`config.mk`:
```
export PLATFORM = sky130hd
export DESIGN_NAME = mem_access_stage
export DESIGN_NICKNAME = d
export VERILOG_FILES = /design/src/rtl/mem_access_stage.sv
export SDC_FILE = /design/constraint.sdc
export NUM_CORES = 1
export LEC_CHECK = 0
export ABC_AREA = 1
export BUFFER_PORTS_ARGS = -buffer_cell sky130_fd_sc_hd__buf_2
export CAP_MARGIN = 20
export CORE_AREA = 2 2 123 125
export CTS_CLUSTER_DIAMETER = 200
export DETAILED_ROUTE_END_ITERATION = 7
export DIE_AREA = 0 0 125 127
export MAX_ROUTING_LAYER = met4
export PLACE_DENSITY = 0.67
export REMOVE_ABC_BUFFERS = 1
export SLEW_MARGIN = 40
export SYNTH_ARGS = -nofsm -noshare
export SYNTH_HDL_FRONTEND = slang
export SYNTH_SLANG_ARGS = --single-unit
```
`constraint.sdc`:
```
create_clock -name clk -period 8.4 [get_ports clk]
set_input_delay 0.84 -clock clk [delete_from_list [all_inputs] [get_ports clk]]
set_output_delay 0.84 -clock clk [all_outputs]
set_load 0.02 [all_outputs]
```
`src/rtl/mem_access_stage.sv`:
```
// Memory-access pipeline stage: ready/valid data-memory port, store lane alignment,
// load extension, upstream stall generation and the M->W pipeline register.
module mem_access_stage #(
  parameter int unsigned DATA_WIDTH = 32
) (
  input  logic                  clk,
  input  logic                  rst,
  input  logic [DATA_WIDTH-1:0] ALUResultM,
  input  logic [DATA_WIDTH-1:0] WriteDataM,
  input  logic [4:0]            RdM,
  input  logic [DATA_WIDTH-1:0] PCPlus4M,
  input  logic                  RegWriteM,
  input  logic                  MemReadM,
  input  logic                  MemWriteM,
  input  logic [2:0]            Funct3M,
  input  logic [1:0]            ResultSrcM,
  output logic                  mem_req,
  output logic                  mem_we,
  output logic [DATA_WIDTH-1:0] mem_addr,
  output logic [DATA_WIDTH-1:0] mem_wdata,
  output logic [3:0]            mem_be,
  input  logic                  mem_ready,
  input  logic                  mem_rvalid,
  input  logic [DATA_WIDTH-1:0] mem_rdata,
  output logic                  StallM,
  output logic                  MisalignM,
  output logic [DATA_WIDTH-1:0] ALUResultW,
  output logic [DATA_WIDTH-1:0] ReadDataW,
  output logic [DATA_WIDTH-1:0] PCPlus4W,
  output logic [4:0]            RdW,
  output logic                  RegWriteW,
  output logic [1:0]            ResultSrcW
);

  typedef enum logic [1:0] {StIdle, StReq, StWait} state_e;

  state_e state_q, state_d;

  logic [1:0]            a;
  logic                  access, is_half, is_word, misalign, aligned_access;
  logic                  req_raw, complete;
  logic [DATA_WIDTH-1:0] byte_shift, half_shift, load_ext;

  assign a              = ALUResultM[1:0];
  assign access         = MemReadM | MemWriteM;
  assign is_half        = (Funct3M[1:0] == 2'b01);
  assign is_word        = Funct3M[1];
  assign misalign       = access && ((is_half && a[0]) || (is_word && (a != 2'b00)));
  assign aligned_access = access && !misalign;

  // Request and completion decode; misaligned accesses never leave StIdle.
  always_comb begin
    state_d  = state_q;
    req_raw  = 1'b0;
    complete = 1'b0;
    unique case (state_q)
      StIdle, StReq: begin
        req_raw = (state_q == StReq) || aligned_access;
        if (req_raw) begin
          if (mem_ready) begin
            if (MemWriteM || mem_rvalid) begin
              complete = 1'b1;
              state_d  = StIdle;
            end else begin
              state_d = StWait;
            end
          end else begin
            state_d = StReq;
          end
        end
      end
      StWait: begin
        if (mem_rvalid) begin
          complete = 1'b1;
          state_d  = StIdle;
        end
      end
      default: state_d = StIdle;
    endcase
  end

  assign mem_req   = req_raw && !rst;
  assign mem_we    = MemWriteM;
  assign mem_addr  = {ALUResultM[DATA_WIDTH-1:2], 2'b00};
  assign StallM    = access && !(complete || misalign) && !rst;
  assign MisalignM = misalign && !rst;

  always_comb begin
    mem_be    = 4'b1111;
    mem_wdata = WriteDataM;
    if (Funct3M[1:0] == 2'b00) begin
      mem_be    = 4'b0001 << a;
      mem_wdata = {4{WriteDataM[7:0]}};
    end else if (is_half) begin
      mem_be    = 4'b0011 << {a[1], 1'b0};
      mem_wdata = {2{WriteDataM[15:0]}};
    end
  end

  assign byte_shift = mem_rdata >> {a, 3'b000};
  assign half_shift = mem_rdata >> {a[1], 4'b0000};

  always_comb begin
    unique case (Funct3M)
      3'b000:  load_ext = {{24{byte_shift[7]}}, byte_shift[7:0]};
      3'b001:  load_ext = {{16{half_shift[15]}}, half_shift[15:0]};
      3'b100:  load_ext = {24'h0, byte_shift[7:0]};
      3'b101:  load_ext = {16'h0, half_shift[15:0]};
      default: load_ext = mem_rdata;
    endcase
  end

  always_ff @(posedge clk or posedge rst) begin
    if (rst) begin
      state_q    <= StIdle;
      ALUResultW <= '0;
      ReadDataW  <= '0;
      PCPlus4W   <= '0;
      RdW        <= '0;
      RegWriteW  <= 1'b0;
      ResultSrcW <= '0;
    end else begin
      state_q <= state_d;
      if (StallM) begin
        ALUResultW <= '0;
        ReadDataW  <= '0;
        PCPlus4W   <= '0;
        RdW        <= '0;
        RegWriteW  <= 1'b0;
        ResultSrcW <= '0;
      end else begin
        ALUResultW <= ALUResultM;
        ReadDataW  <= MemReadM ? load_ext : '0;
        PCPlus4W   <= PCPlus4M;
        RdW        <= RdM;
        RegWriteW  <= RegWriteM && !misalign;
        ResultSrcW <= ResultSrcM;
      end
    end
  end

endmodule

```
==> results.yml <==
grt:
  grt_first_pass_wirelength_um: 24600
  track_usage: 0.205
  antenna_found_initial: 2
  grt.overflow.total: 0
  first_global_vias: 4656
  grt_start_max_net_pins: 87
placement:
  dp_hpwl_um: 12800
  dp_cells: 1093
  placed_area_um2: 6480
  port_buffers: 318
  routabilityCongestion: 0.905
clock_tree:
  path_clk_slew_ns: 0.07
  cts-resized-gates: 0
  h-tree-depth: 3
  ctsLongestPathBuffers: 2
  clk_latency_ns: 0.34
  cts_setup_buffers: 0
  cts_tree: "built"
  cts-hold-fix-buffers: 0
  numClockSinks: 106
  cts_root_buf: "clkbuf_16"
  cts_buffers: 9
routing:
  vias: 4861
  dr.pass1.iters: 4
  wl_um: 16200
  drcViolationCount: 0
  ant_nets: 0
  drtIter0Drc: 187
  routed_via_density: 4.38
  wire_per_inst_um: 14.6
power_and_ir_drop:
  power_density_nw_per_um2: 191
  comb_power_share: 0.236
  internal-power_mw: 0.883
  p_switching_mw: 0.415
  p_leak_nw: 4.43
  seq_power_share: 0.429
  p_total_mw: 1.30
  swShare: 0.320
  ir_drop_mv: 0.0904
  clock_power_share: 0.335
critical_path:
  critPathBufInv: 3
  crit_top_cell: "nand2_1"
  reg2reg_slack_ns: 6.70
  cp_cell_sequence: "buf_2 -> inv_2 -> nand2_2 -> nand2_1 -> nand2_1 -> nand2_2 -> nand3_2 -> nand2_1 -> nor2_4 -> buf_2"
  critPathMaxFanout: 29
  r2r_start: "state_q[1]"
  crit_required_ns: 7.56
  cp-start-kind: "input port"
  r2r_cells: 8
  cp-end-kind: "output pin"
  crit_family: "simple AND/OR/NAND/NOR gates"
  critPathMaxStageDelay_ns: 0.44
  r2r-end: "ALUResultW[17]"
  critical_path_class: "input port to output pin"
  crit_arrival_ns: 3.06
  critPathSlowestCell: "buf_2"
timing:
  period_share: 0.464
  rsz0062_at_grt: "false"
  whs_ns: 0.513
  slew_violations: 0
  tightestPinTransition_ns: 0.654
  clock_skew_ns: 0.00763
  setup_tns_ns: 0
  slew_headroom: 0.564
  fin_crit_ns: 3.90
  max_freq_mhz: 257
  hold_viol: 0
  finalSetupViolations: 0
final_layout:
  fin_area_um2: 6800
  num-fill-cells: 1466
  drive_gt1_frac: 0.402
  syn2layout_area_growth_pct: 33.2
  nets: 1065
  stdcell_count: 1111
synth:
  synthesis.instances: 654
  seq_area_frac_synth: 0.520
  synth_top_area_share: 0.520
  syn_avg_cell_area_um2: 7.81
  synth_warnings: 0
  synth.area.top_cells: "dfrtp_1 (52%), nand2_1 (16%), inv_1 (8.1%)"
  syn_area_um2: 5100
  ys_types: 25
  ys_ff_latch: 106
  yosys.area.top_type: "dfrtp_1"
die:
  fp.dieW_um: 125
  die_area_um2: 15900
  io_pins: 321
  die_y_um: 127
  start_util: 0.354
  core-area_um2: 14400
  row_count: 44
worst_hold_path:
  min_to: "state_q[1]"
  hold_depth: 1
  hold_class: "flop to flop"
  hp-start: "state_q[0]"
status:
  status: "finished, final reports clean"
job:
  drv_cap: 0
logic make-up after synthesis:
kind of cell,synth area share
AOI/OAI and AO/OA,0.0466
buffers and inverters,0.190
and+or+nand+nor,0.243
other,0.000735
DFF,0.520
registers in the layout (all words and copies together), names as in the netlist:
| register | flops |
|---|---|
| ALUResultW | 32 |
| RegWriteW | 1 |
| ReadDataW | 32 |
| PCPlus4W | 32 |
| state_q | 2 |
| RdW | 5 |
| ResultSrcW | 2 |
cell usage in the layout, fill, tap and decap left out, types with 2 or more instances in the layout:
cell type   instances
inv_1             108
nor2_1             50
inv_2              24
nand2_2             4
clkinvlp_4          3
a21oi_1            16
nand3_1            26
or2_2               2
buf_2             318
buf_6               2
o21ai_0            18
conb_1              2
clkbuf_16           9
nand2_1           216
inv_8               2
o211ai_1            7
nand3_2             2
diode_2             2
dfrtp_1           106
through the flow:
stage	worst slack (ns)	util
6_report	4.50	0.471
5_1_grt	4.27	0.471
4_1_cts	4.51	0.471
3_5_place_dp	4.52	0.449
3_3_place_gp	4.58	0.449
2_1_floorplan	3.55	-
power by group through the flow:
stage                     Combinational [mW]  Clock [mW]  Sequential [mW]
after floorplan                        0.107           0            0.620
after global placement                 0.306           0            0.566
after detailed placement               0.309           0            0.568
after CTS                              0.310       0.448            0.558
after global routing                   0.335       0.471            0.561
final                                  0.306       0.434            0.557
how the worst max path moves through the flow:
stage               startpoint      to  slack, ns  depth (start not counted)
CTS                 Funct3M[1]  StallM       4.51                         10
global placement    Funct3M[1]  StallM       4.58                         10
floorplan                  rst  StallM       3.55                          3
finish              Funct3M[1]  StallM       4.50                         10
detailed placement  Funct3M[1]  StallM       4.52                         10
global route        Funct3M[1]  StallM       4.27                         10
cells in the mapped netlist:
| cell | count |
|---|---|
| or2_2 | 2 |
| a21oi_1 | 16 |
| nand3_2 | 2 |
| buf_1 | 2 |
| o21ai_0 | 18 |
| nand4_1 | 1 |
| buf_6 | 7 |
| buf_2 | 9 |
| nor2_4 | 1 |
| nand3b_4 | 1 |
| buf_4 | 42 |
| o22ai_1 | 1 |
| inv_1 | 110 |
| o32ai_1 | 1 |
| conb_1 | 1 |
| inv_2 | 23 |
| dfrtp_1 | 106 |
| o211ai_1 | 7 |
| nand3b_1 | 1 |
| nand2_4 | 1 |
| nand3_1 | 26 |
| nor2_1 | 50 |
| nand2_2 | 4 |
| clkbuf_1 | 6 |
| nand2_1 | 216 |
worst reg2reg max path: cells and delay by family, from the launching register on:
kind	cells	cell delay [ns]
buffers and inverters	3	0.65
DFF	1	0.38
and+or+nand+nor	5	0.60
layout make-up:
type / instances / area (um2) / area share
sequential: 106 / 2650 / 0.390
timing repair buffer: 320 / 1610 / 0.237
multi-input combinational: 350 / 1490 / 0.219
inverter: 133 / 502 / 0.0738
tap: 184 / 230 / 0.0339
clock buffer: 9 / 225 / 0.0331
clock inverter: 7 / 83.8 / 0.0123
antenna: 2 / 5.00 / 0.000736
metal layers:
metal	part of all wire	routed length [um]	up-vias	GRT usage
met3	0.070	1130	22	0.0469
met5	0	0	-	-
met1	0.39	6400	2202	0.231
met2	0.52	8370	242	0.360
met4	0.020	330	0	0.0693
li1	-	-	2395	-
No activity file was read; power rests on OpenSTA's default activity.
